$ cat config.mk
export PLATFORM = sky130hd
export DESIGN_NAME = affine_addr_gen
export DESIGN_NICKNAME = d
export VERILOG_FILES = /design/src/rtl/affine_addr_gen.sv
export SDC_FILE = /design/constraint.sdc
export NUM_CORES = 1
export LEC_CHECK = 0
export CAP_MARGIN = 40
export CELL_PAD_IN_SITES_DETAIL_PLACEMENT = 2
export CELL_PAD_IN_SITES_GLOBAL_PLACEMENT = 2
export CORE_AREA = 5 5 267 269
export CTS_BUF_LIST = sky130_fd_sc_hd__clkbuf_8
export DETAILED_ROUTE_END_ITERATION = 10
export DIE_AREA = 0 0 272 274
export HOLD_SLACK_MARGIN = 0.08
export PLACE_DENSITY = 0.93
export SLEW_MARGIN = 20
export SYNTH_ARGS = -nofsm -noshare
export SYNTH_HDL_FRONTEND = slang
export SYNTH_SLANG_ARGS = --single-unit
$ cat constraint.sdc
create_clock -name clk -period 8.1 [get_ports clk]
set_clock_uncertainty 0.05 [all_clocks]
set_input_delay 0.81 -clock clk [delete_from_list [all_inputs] [get_ports clk]]
set_output_delay 0.81 -clock clk [all_outputs]
set_load 0.05 [all_outputs]
$ cat src/rtl/affine_addr_gen.sv
`default_nettype none
// ============================================================================
//  Module   : affine_addr_gen
//  Purpose  : Multi-dimensional affine address scanner (odometer order) with
//             valid/ready output and incremental offset generation.
//  Revision : 1.0 - initial release
// ============================================================================
module affine_addr_gen #(
  parameter int NDIM   = 3,
  parameter int ADDR_W = 32,
  parameter int CNT_W  = 16
) (
  input  logic                   clk,
  input  logic                   rst_n,
  input  logic                   start,
  input  logic                   abort,
  input  logic [ADDR_W-1:0]      base,
  input  logic [NDIM*CNT_W-1:0]  extent,
  input  logic [NDIM*ADDR_W-1:0] stride,
  output logic                   addr_valid,
  input  logic                   addr_ready,
  output logic [ADDR_W-1:0]      addr,
  output logic                   addr_last,
  output logic                   busy,
  output logic                   done
);

  typedef enum logic [0:0] {
    IDLE = 1'b0,
    RUN  = 1'b1
  } state_t;

  state_t r_state, w_state_next;

  logic [ADDR_W-1:0]             r_base;
  logic [ADDR_W-1:0]             r_addr;
  logic [ADDR_W-1:0]             w_addr_next;
  logic [NDIM-1:0][CNT_W-1:0]    r_max;
  logic [NDIM-1:0][CNT_W-1:0]    r_idx;
  logic [NDIM-1:0][CNT_W-1:0]    w_idx_next;
  logic [NDIM-1:0][CNT_W-1:0]    w_in_max;
  logic [NDIM-1:0][ADDR_W-1:0]   r_stride;
  logic [NDIM-1:0][ADDR_W-1:0]   r_off;
  logic [NDIM-1:0][ADDR_W-1:0]   w_off_next;
  logic [NDIM-1:0]               w_wrap;
  logic [NDIM-1:0]               w_carry;
  logic [NDIM-1:0]               w_at_max;
  logic                          r_last;
  logic                          r_done;
  logic                          w_start;
  logic                          w_xfer;
  logic                          w_final;
  logic                          w_advance;

  assign w_start   = (r_state == IDLE) && start;
  assign w_xfer    = (r_state == RUN) && addr_ready;
  assign w_final   = w_xfer && r_last && !abort;
  assign w_advance = w_xfer && !r_last && !abort;

  // Per-dimension odometer step; carry is a flat AND of lower wraps to keep
  // the combinational graph acyclic.
  for (genvar d = 0; d < NDIM; d++) begin : g_dim
    logic [CNT_W-1:0] w_ext;
    assign w_ext       = extent[d*CNT_W +: CNT_W];
    assign w_in_max[d] = (w_ext == '0) ? '0 : w_ext - CNT_W'(1);
    assign w_wrap[d]   = (r_idx[d] == r_max[d]);

    if (d == 0) begin : g_carry0
      assign w_carry[d] = 1'b1;
    end else begin : g_carryn
      assign w_carry[d] = &w_wrap[d-1:0];
    end

    assign w_idx_next[d] = !w_carry[d] ? r_idx[d] :
                           (w_wrap[d] ? '0 : r_idx[d] + CNT_W'(1));
    assign w_off_next[d] = !w_carry[d] ? r_off[d] :
                           (w_wrap[d] ? '0 : r_off[d] + r_stride[d]);
    assign w_at_max[d]   = (w_idx_next[d] == r_max[d]);
  end

  always_comb begin
    w_addr_next = r_base;
    for (int d = 0; d < NDIM; d++) begin
      w_addr_next = w_addr_next + w_off_next[d];
    end
  end

  always_comb begin
    w_state_next = r_state;
    case (r_state)
      IDLE:    if (start) w_state_next = RUN;
      RUN:     if (abort || w_final) w_state_next = IDLE;
      default: w_state_next = IDLE;
    endcase
  end

  always_ff @(posedge clk or negedge rst_n) begin
    if (!rst_n) begin
      r_state <= IDLE;
    end else begin
      r_state <= w_state_next;
    end
  end

  always_ff @(posedge clk or negedge rst_n) begin
    if (!rst_n) begin
      r_base   <= '0;
      r_addr   <= '0;
      r_max    <= '0;
      r_idx    <= '0;
      r_stride <= '0;
      r_off    <= '0;
      r_last   <= 1'b0;
      r_done   <= 1'b0;
    end else begin
      r_done <= w_final;
      if (w_start) begin
        r_base   <= base;
        r_addr   <= base;
        r_max    <= w_in_max;
        r_stride <= stride;
        r_idx    <= '0;
        r_off    <= '0;
        r_last   <= (w_in_max == '0);
      end else if (w_advance) begin
        r_idx  <= w_idx_next;
        r_off  <= w_off_next;
        r_addr <= w_addr_next;
        r_last <= &w_at_max;
      end
    end
  end

  assign addr_valid = (r_state == RUN);
  assign busy       = (r_state == RUN);
  assign addr       = r_addr;
  assign addr_last  = r_last && (r_state == RUN);
  assign done       = r_done;

endmodule
`default_nettype wire

; ---- Word level (Yosys, flattened, before mapping)
; Index checks and enable logic that the tools add are counted.
[totals]
word_cells = 77
register_bits = 355
[op_classes]
n_addsub = 12
reduce_logical = 17
n_eq_ne = 6
bitwise = 1
muxes = 24
[op_table]
columns = operator, n
row1 = two-way mux 32 bit, 7
row2 = adder 32 bit, 6
row3 = two-way mux 96 bit, 2
row4 = two-way mux 16 bit, 8
row5 = == test 16 bit, 6
row6 = two-way mux 48 bit, 2
row7 = adder 16 x 1 -> 16 bit (second input constant), 3
row8 = logical NOT 16 bit, 3
row9 = logical NOT 48 bit, 1
row10 = subtractor 16 x 1 -> 16 bit (second input constant), 3
row11 = logical AND 1 bit, 7
row12 = two-way mux 1 bit, 4
row13 = AND reduction 3 bit, 1
row14 = logical NOT 1 bit, 2
row15 = one-hot mux 1 bit (2 select lines), 1
row16 = AND reduction 2 bit, 1
row17 = nonzero test 2 bit, 1
row18 = logical OR 1 bit, 1
row19 = inverter 1 bit, 1

; ---- Longest topological paths before layout
; Gate-level depths: netlist of the first run.
[depth]
depth_word = 7
depth_mapped = 29
mapped_depth_nobuf = 29

; ---- Worst setup path after synthesis of the first run
; No wires, ideal clock.
[synth_timing]
kind = flip-flop to flip-flop
startpoint = reg r_off[32] (netlist name)
endpoint = reg r_addr[28] (netlist: addr[28])
period_less_slack_ps = 5862
arrival_time_ps = 5673
required_time_ps = 7912
path_slack_ps = 2238
stages_incl_launch_ff = 30
cell_sequence = dfrtp_1 > ha_1 > inv_1 > fa_1 > nor2b_1 > o211ai_1 > a21boi_0 > nand2b_1 > a21oi_1 > o31ai_1 > a21o_1 > a21o_1 > a21o_1 > a21oi_1 > xor2_1 > o21ai_0 > fa_1 > inv_1 > fa_1 > inv_1 > ha_1 > inv_1 > o21bai_1 > a211oi_1 > o21ai_0 > a2111o_1 > o2111ai_1 > a31oi_1 > xnor2_1 > o211ai_1
[synth_via]
elab_chain_cells = 7
[synth_lines]
columns = item, line_no
row1 = start: declaration, 43  ; logic [NDIM-1:0][ADDR_W-1:0] r_off;
row2 = start signal: assignment, 127  ; r_off <= w_off_next;
row3 = adder 32 bit, 77  ; (w_wrap[d] ? '0 : r_off[d] + r_stride[d]);
row4 = two-way mux 32 bit, 77
row5 = two-way mux 32 bit (*), 76  ; assign w_off_next[d] = !w_carry[d] ? r_off[d] :
row6 = adder 32 bit (*) (2 in series), 84  ; w_addr_next = w_addr_next + w_off_next[d];
row7 = two-way mux 32 bit (*), 125  ; end else if (w_advance) begin
row8 = two-way mux 32 bit (*), 117  ; if (w_start) begin
row9 = end signal: assignment, 119  ; r_addr <= base;
row10 = end signal: assignment, 128  ; r_addr <= w_addr_next;
row11 = end: declaration, 36  ; logic [ADDR_W-1:0] r_addr;
; Mark *: on every way between the ends. The rest lies on a longest branch, timed or not. The select of a mux whose other input is x is not followed.
; A chain may end at the register's enable or synchronous reset.

; ---- Worst setup path after layout of the first run
[layout_timing]
startpoint = reg r_off[32] (netlist name)
endpoint = reg r_addr[31] (netlist: addr[31])
; The elaborated chain is that of the path after synthesis.

==> results.sh, run 1 <==
export IMPL_route_met2_wl_um=65460
export IMPL_cp_data_arrival_time_ns=8.76
export IMPL_overflow=0
export IMPL_placed_area_sq_um=28110
export IMPL_dr_pass1_iters=5
export IMPL_power_leakage_nw=13.97
export IMPL_final_core_util_pct=43.37
export IMPL_period_share_pct=101.9
export IMPL_switchingPower_mw=4.520
export IMPL_path_clk_slew_ns=0.07
export IMPL_initial_core_util_pct=36.65
export IMPL_worst_path_max_delay_cell="o31ai_1"
export IMPL_syn_area_sq_um=25050
export IMPL_dp_hpwl_um=83500
export IMPL_drv_cap=0
export IMPL_yosysTopAreaCell="dfrtp_1"
export IMPL_wl_met1_um=49970
export IMPL_p_per_area_nw_per_um2=308.2
export IMPL_critical_path_class="reg2reg"
export IMPL_start_kind="flip-flop"
export IMPL_clk_path_buf_depth=3
export IMPL_num_vias=27400
export IMPL_fin_hold_ws_ns=0.07472
export IMPL_synth_most_common_cell="nand2_1"
export IMPL_cpPeakStageDelay_ns=0.69
export IMPL_routed_via_density=6.649
export IMPL_crit_fanout=4
export IMPL_ff2ff_path_depth=29
export IMPL_comb_power_share_pct=50.5
export IMPL_worstPathRequired_ns=8.61
export IMPL_slew_limit_headroom_pct=27.59
export IMPL_syn_nets=3370
export IMPL_drt_wirelength_per_cell_um=33.92
export IMPL_ir_drop_v=0.0001606
export IMPL_nets=3561
export IMPL_yosys_warnings=0
export IMPL_drv_slew=0
export IMPL_internal_power_mw=4.616
export IMPL_setup_viol=1
export IMPL_drive_gt1_share_pct=5.593
export IMPL_instances_no_fill=4121
export IMPL_power_mw=9.137
export IMPL_ctsHoldBuffers=0
export IMPL_syn_avg_cell_area_sq_um=8.365
export IMPL_design_core_area_sq_um=68350
export IMPL_synthFlopType="dfrtp_1"
export IMPL_dp_cells=3988
export IMPL_place_worst_setup_slack_ns=0.6603
export IMPL_violations="negative setup slack"
export IMPL_synthTopCellsByArea="dfrtp_1, nand2_1, ha_1"
export IMPL_post_route_drc_count=0
export IMPL_tightestPinTransition_ns=1.086
export IMPL_yosysSeqAreaShare_pct=35.47
export IMPL_p_clk_share_pct=22.4
export IMPL_dieArea_sq_um=74530
export IMPL_fp_dieH_um=274
export IMPL_grt_usage_pct=34.39
export IMPL_area_delta_synth_final_pct=18.35
export IMPL_hold_path_class="in2async"
export IMPL_finalSetupTns_ns=-0.1527
export IMPL_wirelength_um=139800
export IMPL_fin_area_sq_um=29640
export IMPL_rows=96
export IMPL_drtIter0Drc=2738
export IMPL_grt_antenna_before_repair=3
export IMPL_io_pins=217
export IMPL_run_status="finished with violations"
export IMPL_grt_max_degree=149
export IMPL_grt_first_pass_wirelength_um=197400
export IMPL_place_gp_congestion=0.8992
export IMPL_post_route_min_period_ns=8.253
export IMPL_synth_cell_type_count=80
export IMPL_io_buffers=216
export IMPL_die_w_um=272
export IMPL_grt_pass1_vias=29840
export IMPL_cts_root_buf="clkbuf_8"
export IMPL_cts_buffers=72
export IMPL_synthArstFlopShare_pct=100.0
export IMPL_hold_violations=0
export IMPL_cts_tree="yes"
export IMPL_top_layer="met5"
export IMPL_synth_edf_count=0
export IMPL_wl_met3_um=11610
export IMPL_seqPwrFrac_pct=27.2
export IMPL_switching_share_pct=49.47
export IMPL_fin_ws_ns=-0.1527
export IMPL_yosysTopAreaCellShare_pct=35.47
export IMPL_insertion_delay_ns=0.73
export IMPL_cts_htree_levels=3
export IMPL_netlist_top_cells_count="nand2_1, dfrtp_1, o21ai_0"
export IMPL_clock_fmax_mhz=121.2
export IMPL_cts_sinks=355
export IMPL_fillers=7342
export IMPL_ys_ff_latch=355
export IMPL_syn_inst=2994
export IMPL_end_kind="flip-flop"
export IMPL_ant_nets=0
kinds of logic after synthesis:
| family | after synthesis | share of synthesized area [%] |
|---|---|---|
| mux | 12 | 0.4946 |
| buf+inv | 296 | 4.611 |
| xor+xnor | 231 | 8.078 |
| simple gates | 1151 | 20.38 |
| compound gates | 754 | 19.27 |
| fa+ha+maj | 195 | 11.69 |
| flops | 355 | 35.47 |
cell usage in the layout (no fill, tap or decap), drive strengths merged, types with 7 or more instances in the layout:
cell / instances
clkbuf: 86
a22oi: 38
o31ai: 46
a31oi: 27
o211ai: 16
nand3: 121
nor3: 54
o21bai: 16
clkinv: 10
a211oi: 16
o21ai: 233
a21oi: 158
a32o: 8
nor2b: 30
clkdlybuf4s50: 215
or3: 15
fa: 65
and3: 29
and2: 11
dfrtp: 355
nor3b: 9
nand2b: 23
or2: 7
a21o: 61
nand4: 23
inv: 176
a22o: 30
or4: 8
xnor2: 127
nand2: 657
o21a: 24
nor4: 20
buf: 43
nor2: 129
ha: 130
mux2i: 9
xor2: 104
state kept, by name, indices dropped and copies added, names as in the netlist:
register / flops
addr: 32
addr_valid: 1
done: 1
r_base: 32
r_idx: 48
r_last: 1
r_max: 48
r_off: 96
r_stride: 96
worst max-delay path, delay by kind of cell, from the launching register on:
kind	cells	cell delay (ns)
AO/OA/AOI/OAI	13	3.43
XOR/XNOR	2	0.40
adder cells (fa/ha/maj)	5	2.18
buffers and inverters	3	0.23
flip-flops	1	0.41
multiplexers	1	0.34
AND/OR/NAND/NOR	5	1.05
path summary, 6_finish.rpt:
kind	start	endpoint	slack, ns
max	r_off[32]$_DFFE_PN0P_	addr[31]$_DFFE_PN0P_	-0.15
max in group asynchronous	rst_n	r_stride[28]$_DFFE_PN0P_	6.34
min in group clk	r_stride[36]$_DFFE_PN0P_	r_stride[36]$_DFFE_PN0P_	0.46
max reg2reg	r_off[32]$_DFFE_PN0P_	addr[31]$_DFFE_PN0P_	-0.15
min reg2reg	r_stride[36]$_DFFE_PN0P_	r_stride[36]$_DFFE_PN0P_	0.46
min	rst_n	r_stride[38]$_DFFE_PN0P_	0.07
per-layer routing:
layer / vias to the layer above / track usage, %
met4: 2 / 22.26
li1: 10780 / -
met1: 13770 / 38.89
met3: 851 / 7.219
met5: - / 0
met2: 1993 / 59.04
power by group through the flow:
stage / sequential (mW) / clock (mW) / combinational (mW)
after floorplan: 2.51 / 0 / 2.31
after global placement: 2.41 / 0 / 3.52
after detailed placement: 2.43 / 0 / 3.92
after CTS: 2.44 / 2.02 / 4.31
after global routing: 2.48 / 2.12 / 4.75
final: 2.48 / 2.04 / 4.61
layout make-up:
type,instances,area (sq um),area share [%]
Multi-Input combinational cell,2343,15050,50.77
Sequential cell,355,8884,29.97
Timing Repair Buffer,258,2599,8.767
Clock buffer,86,1184,3.993
Tap cell,882,1104,3.723
Inverter,155,581.8,1.963
Clock inverter,39,234.0,0.7893
Antenna cell,3,7.507,0.02533
timing repair:
action,CTS,global route
buffers inserted,0,0
gates resized for setup,0,2
endpoints found under the setup margin,0,3
Power figures use the tool's default switching activity.
==> inputs of run 2 (changes only) <==
--- a/config.mk
+++ b/config.mk
@@ -8,10 +8,10 @@
 export CAP_MARGIN = 40
 export CELL_PAD_IN_SITES_DETAIL_PLACEMENT = 2
 export CELL_PAD_IN_SITES_GLOBAL_PLACEMENT = 2
-export CORE_AREA = 5 5 267 269
+export CORE_AREA = 2 2 264 266
 export CTS_BUF_LIST = sky130_fd_sc_hd__clkbuf_8
 export DETAILED_ROUTE_END_ITERATION = 10
-export DIE_AREA = 0 0 272 274
+export DIE_AREA = 0 0 266 268
 export HOLD_SLACK_MARGIN = 0.08
 export PLACE_DENSITY = 0.93
 export SLEW_MARGIN = 20
==> run 2 against run 1 <==
Compared with the run above:
- the run now ends clean
- setup slack improved by 0.31 ns
- non-clock buffer count grew 2
- combinational power grew 1%
- core utilization is 0.16 points higher
- sequential share of layout area fell by 0.058 points
==> results.sh, run 2 (synthesis results as in run 1) <==
export IMPL_post_route_drc_count=0
export IMPL_path_delay_family="compound AO/OA/AOI/OAI gates"
export IMPL_routed_via_density=6.586
export IMPL_initial_core_util_pct=36.71
export IMPL_grt_max_degree=178
export IMPL_worstPathRequired_ns=8.62
export IMPL_area_delta_synth_final_pct=18.58
export IMPL_num_vias=27130
export IMPL_overflow=0
export IMPL_hold_path_class="in2async"
export IMPL_dr_pass1_iters=7
export IMPL_run_status="completed"
export IMPL_critical_path_class="reg2reg"
export IMPL_final_cell_mix="nand2_1, dfrtp_1, o21ai_0"
export IMPL_grt_first_pass_wirelength_um=196000
export IMPL_placed_area_sq_um=28140
export IMPL_cpPeakStageDelay_ns=0.70
export IMPL_place_gp_congestion=0.8848
export IMPL_path_buf_inv=4
export IMPL_crit_fanout=4
export IMPL_power_mw=9.208
export IMPL_cts_root_buf="clkbuf_8"
export IMPL_cts_tree="yes"
export IMPL_dp_hpwl_um=83640
export IMPL_rrSetupSlack_ns=0.16
export IMPL_crit_top_cell="inv_1"
export IMPL_cp_depth=29
export IMPL_drtIter0Drc=2621
export IMPL_tightestPinTransition_ns=1.273
export IMPL_power_leakage_nw=14.00
export IMPL_insertion_delay_ns=0.72
export IMPL_ir_drop_v=0.0001358
export IMPL_reg_largest_list="r_off (96), r_stride (96)"
export IMPL_r2r_start="r_off[32]$_DFFE_PN0P_"
export IMPL_drive_gt1_share_pct=5.686
export IMPL_path_clk_slew_ns=0.07
export IMPL_io_buffers=216
export IMPL_critical_path_endpoint="addr[28]$_DFFE_PN0P_"
export IMPL_cp_data_arrival_time_ns=8.46
export IMPL_design_core_area_sq_um=68230
export IMPL_grt_pass1_vias=29600
export IMPL_grt_usage_pct=36.35
export IMPL_end_kind="flip-flop"
export IMPL_final_core_util_pct=43.53
export IMPL_clk_path_buf_depth=3
export IMPL_rows=96
export IMPL_fp_dieH_um=268
export IMPL_drt_wirelength_per_cell_um=33.35
export IMPL_worst_path_max_delay_cell="o31ai_1"
export IMPL_rsz0062_at_grt="false"
export IMPL_r2r_end="addr[28]$_DFFE_PN0P_"
export IMPL_cts_sinks=355
export IMPL_startpoint="r_off[32]$_DFFE_PN0P_"
export IMPL_die_w_um=266
export IMPL_start_kind="flip-flop"
export IMPL_drv_cap=0
export IMPL_mostFrequentLayoutCell="nand2_1"
export IMPL_clock_fmax_mhz=125.9
export IMPL_post_route_min_period_ns=7.943
export IMPL_nets=3562
export IMPL_wirelength_um=137400
export IMPL_io_pins=217
export IMPL_dieArea_sq_um=71290
export IMPL_finalSetupTns_ns=0
export IMPL_hold_violations=0
export IMPL_drv_slew=0
export IMPL_period_share_pct=98.06
export IMPL_cts_buffers=71
export IMPL_slew_limit_headroom_pct=14.25
export IMPL_ant_nets=0
export IMPL_p_per_area_nw_per_um2=310.0
export IMPL_fin_area_sq_um=29700
export IMPL_grt_antenna_before_repair=2
export IMPL_cts_htree_levels=3
export IMPL_setup_viol=0
export IMPL_ff2ff_path_depth=29
run 2: changes by cell type in the layout (fill, tap and decap cells not counted), sizes merged:
cell	previous run	this run
clkinvlp	6	2
buf	43	44
diode	3	1
bufinv	2	1
clkbuf	86	96
inv	176	172
clkinv	10	8
run 2: per-stage QoR:
stage	cells	hold slack, ns	worst slack (ns)
floorplan	2994	0.4023	2.238
global route	4119	0.1130	0.08704
finish	4119	0.04045	0.1569
detailed placement	3988	0.4275	0.8379
CTS	4111	0.1049	0.5639
global placement	3982	0.4218	1.431
run 2: per-layer routing:
layer  track usage [%]  share of wire (%)
met3             8.384                9.0
met5                 0             0.0087
met4             25.89                8.9
met1             41.47                 36
met2             60.34                 47
run 2: layout make-up:
class	count	area, sq um
Timing Repair Buffer	260	2616
Clock inverter	28	153.9
Antenna cell	1	2.502
Tap cell	882	1104
Sequential cell	355	8884
Fill cell	7375	38530
Multi-Input combinational cell	2343	15050
Inverter	155	581.8
Clock buffer	95	1308
run 2: worst min-delay path by stage:
stage,from,end,slack (ns)
after detailed placement,r_stride[2]$_DFFE_PN0P_,r_stride[2]$_DFFE_PN0P_,0.43
after floorplan,r_stride[0]$_DFFE_PN0P_,r_stride[0]$_DFFE_PN0P_,0.40
after global routing,rst_n,r_stride[35]$_DFFE_PN0P_,0.11
after global placement,r_stride[26]$_DFFE_PN0P_,r_stride[26]$_DFFE_PN0P_,0.42
after CTS,rst_n,r_off[33]$_DFFE_PN0P_,0.10
final,rst_n,r_stride[32]$_DFFE_PN0P_,0.04
run 2: report_power, final:
group	internal, mW	total (mW)	leakage (nW)	switching, mW
logic	1.52	4.66	8.59	3.14
registers	2.07	2.48	4.59	0.410
clock network	1.08	2.07	0.819	0.990
total	4.67	9.21	14.0	4.54
run 2: timing repair:
action	CTS	global route
hold buffers	0	0
buffers inserted	0	0
endpoints found under the setup margin	0	3
gates resized for setup	0	2
run 2: worst reg2reg max path, delay by kind of cell (launching register included):
family	cells	cell delay (ns)
adder cells (fa/ha/maj)	5	2.08
AO/OA/AOI/OAI	16	3.99
flip-flops	1	0.39
buffers and inverters	4	0.37
XOR/XNOR	2	0.52
AND/OR/NAND/NOR	2	0.39
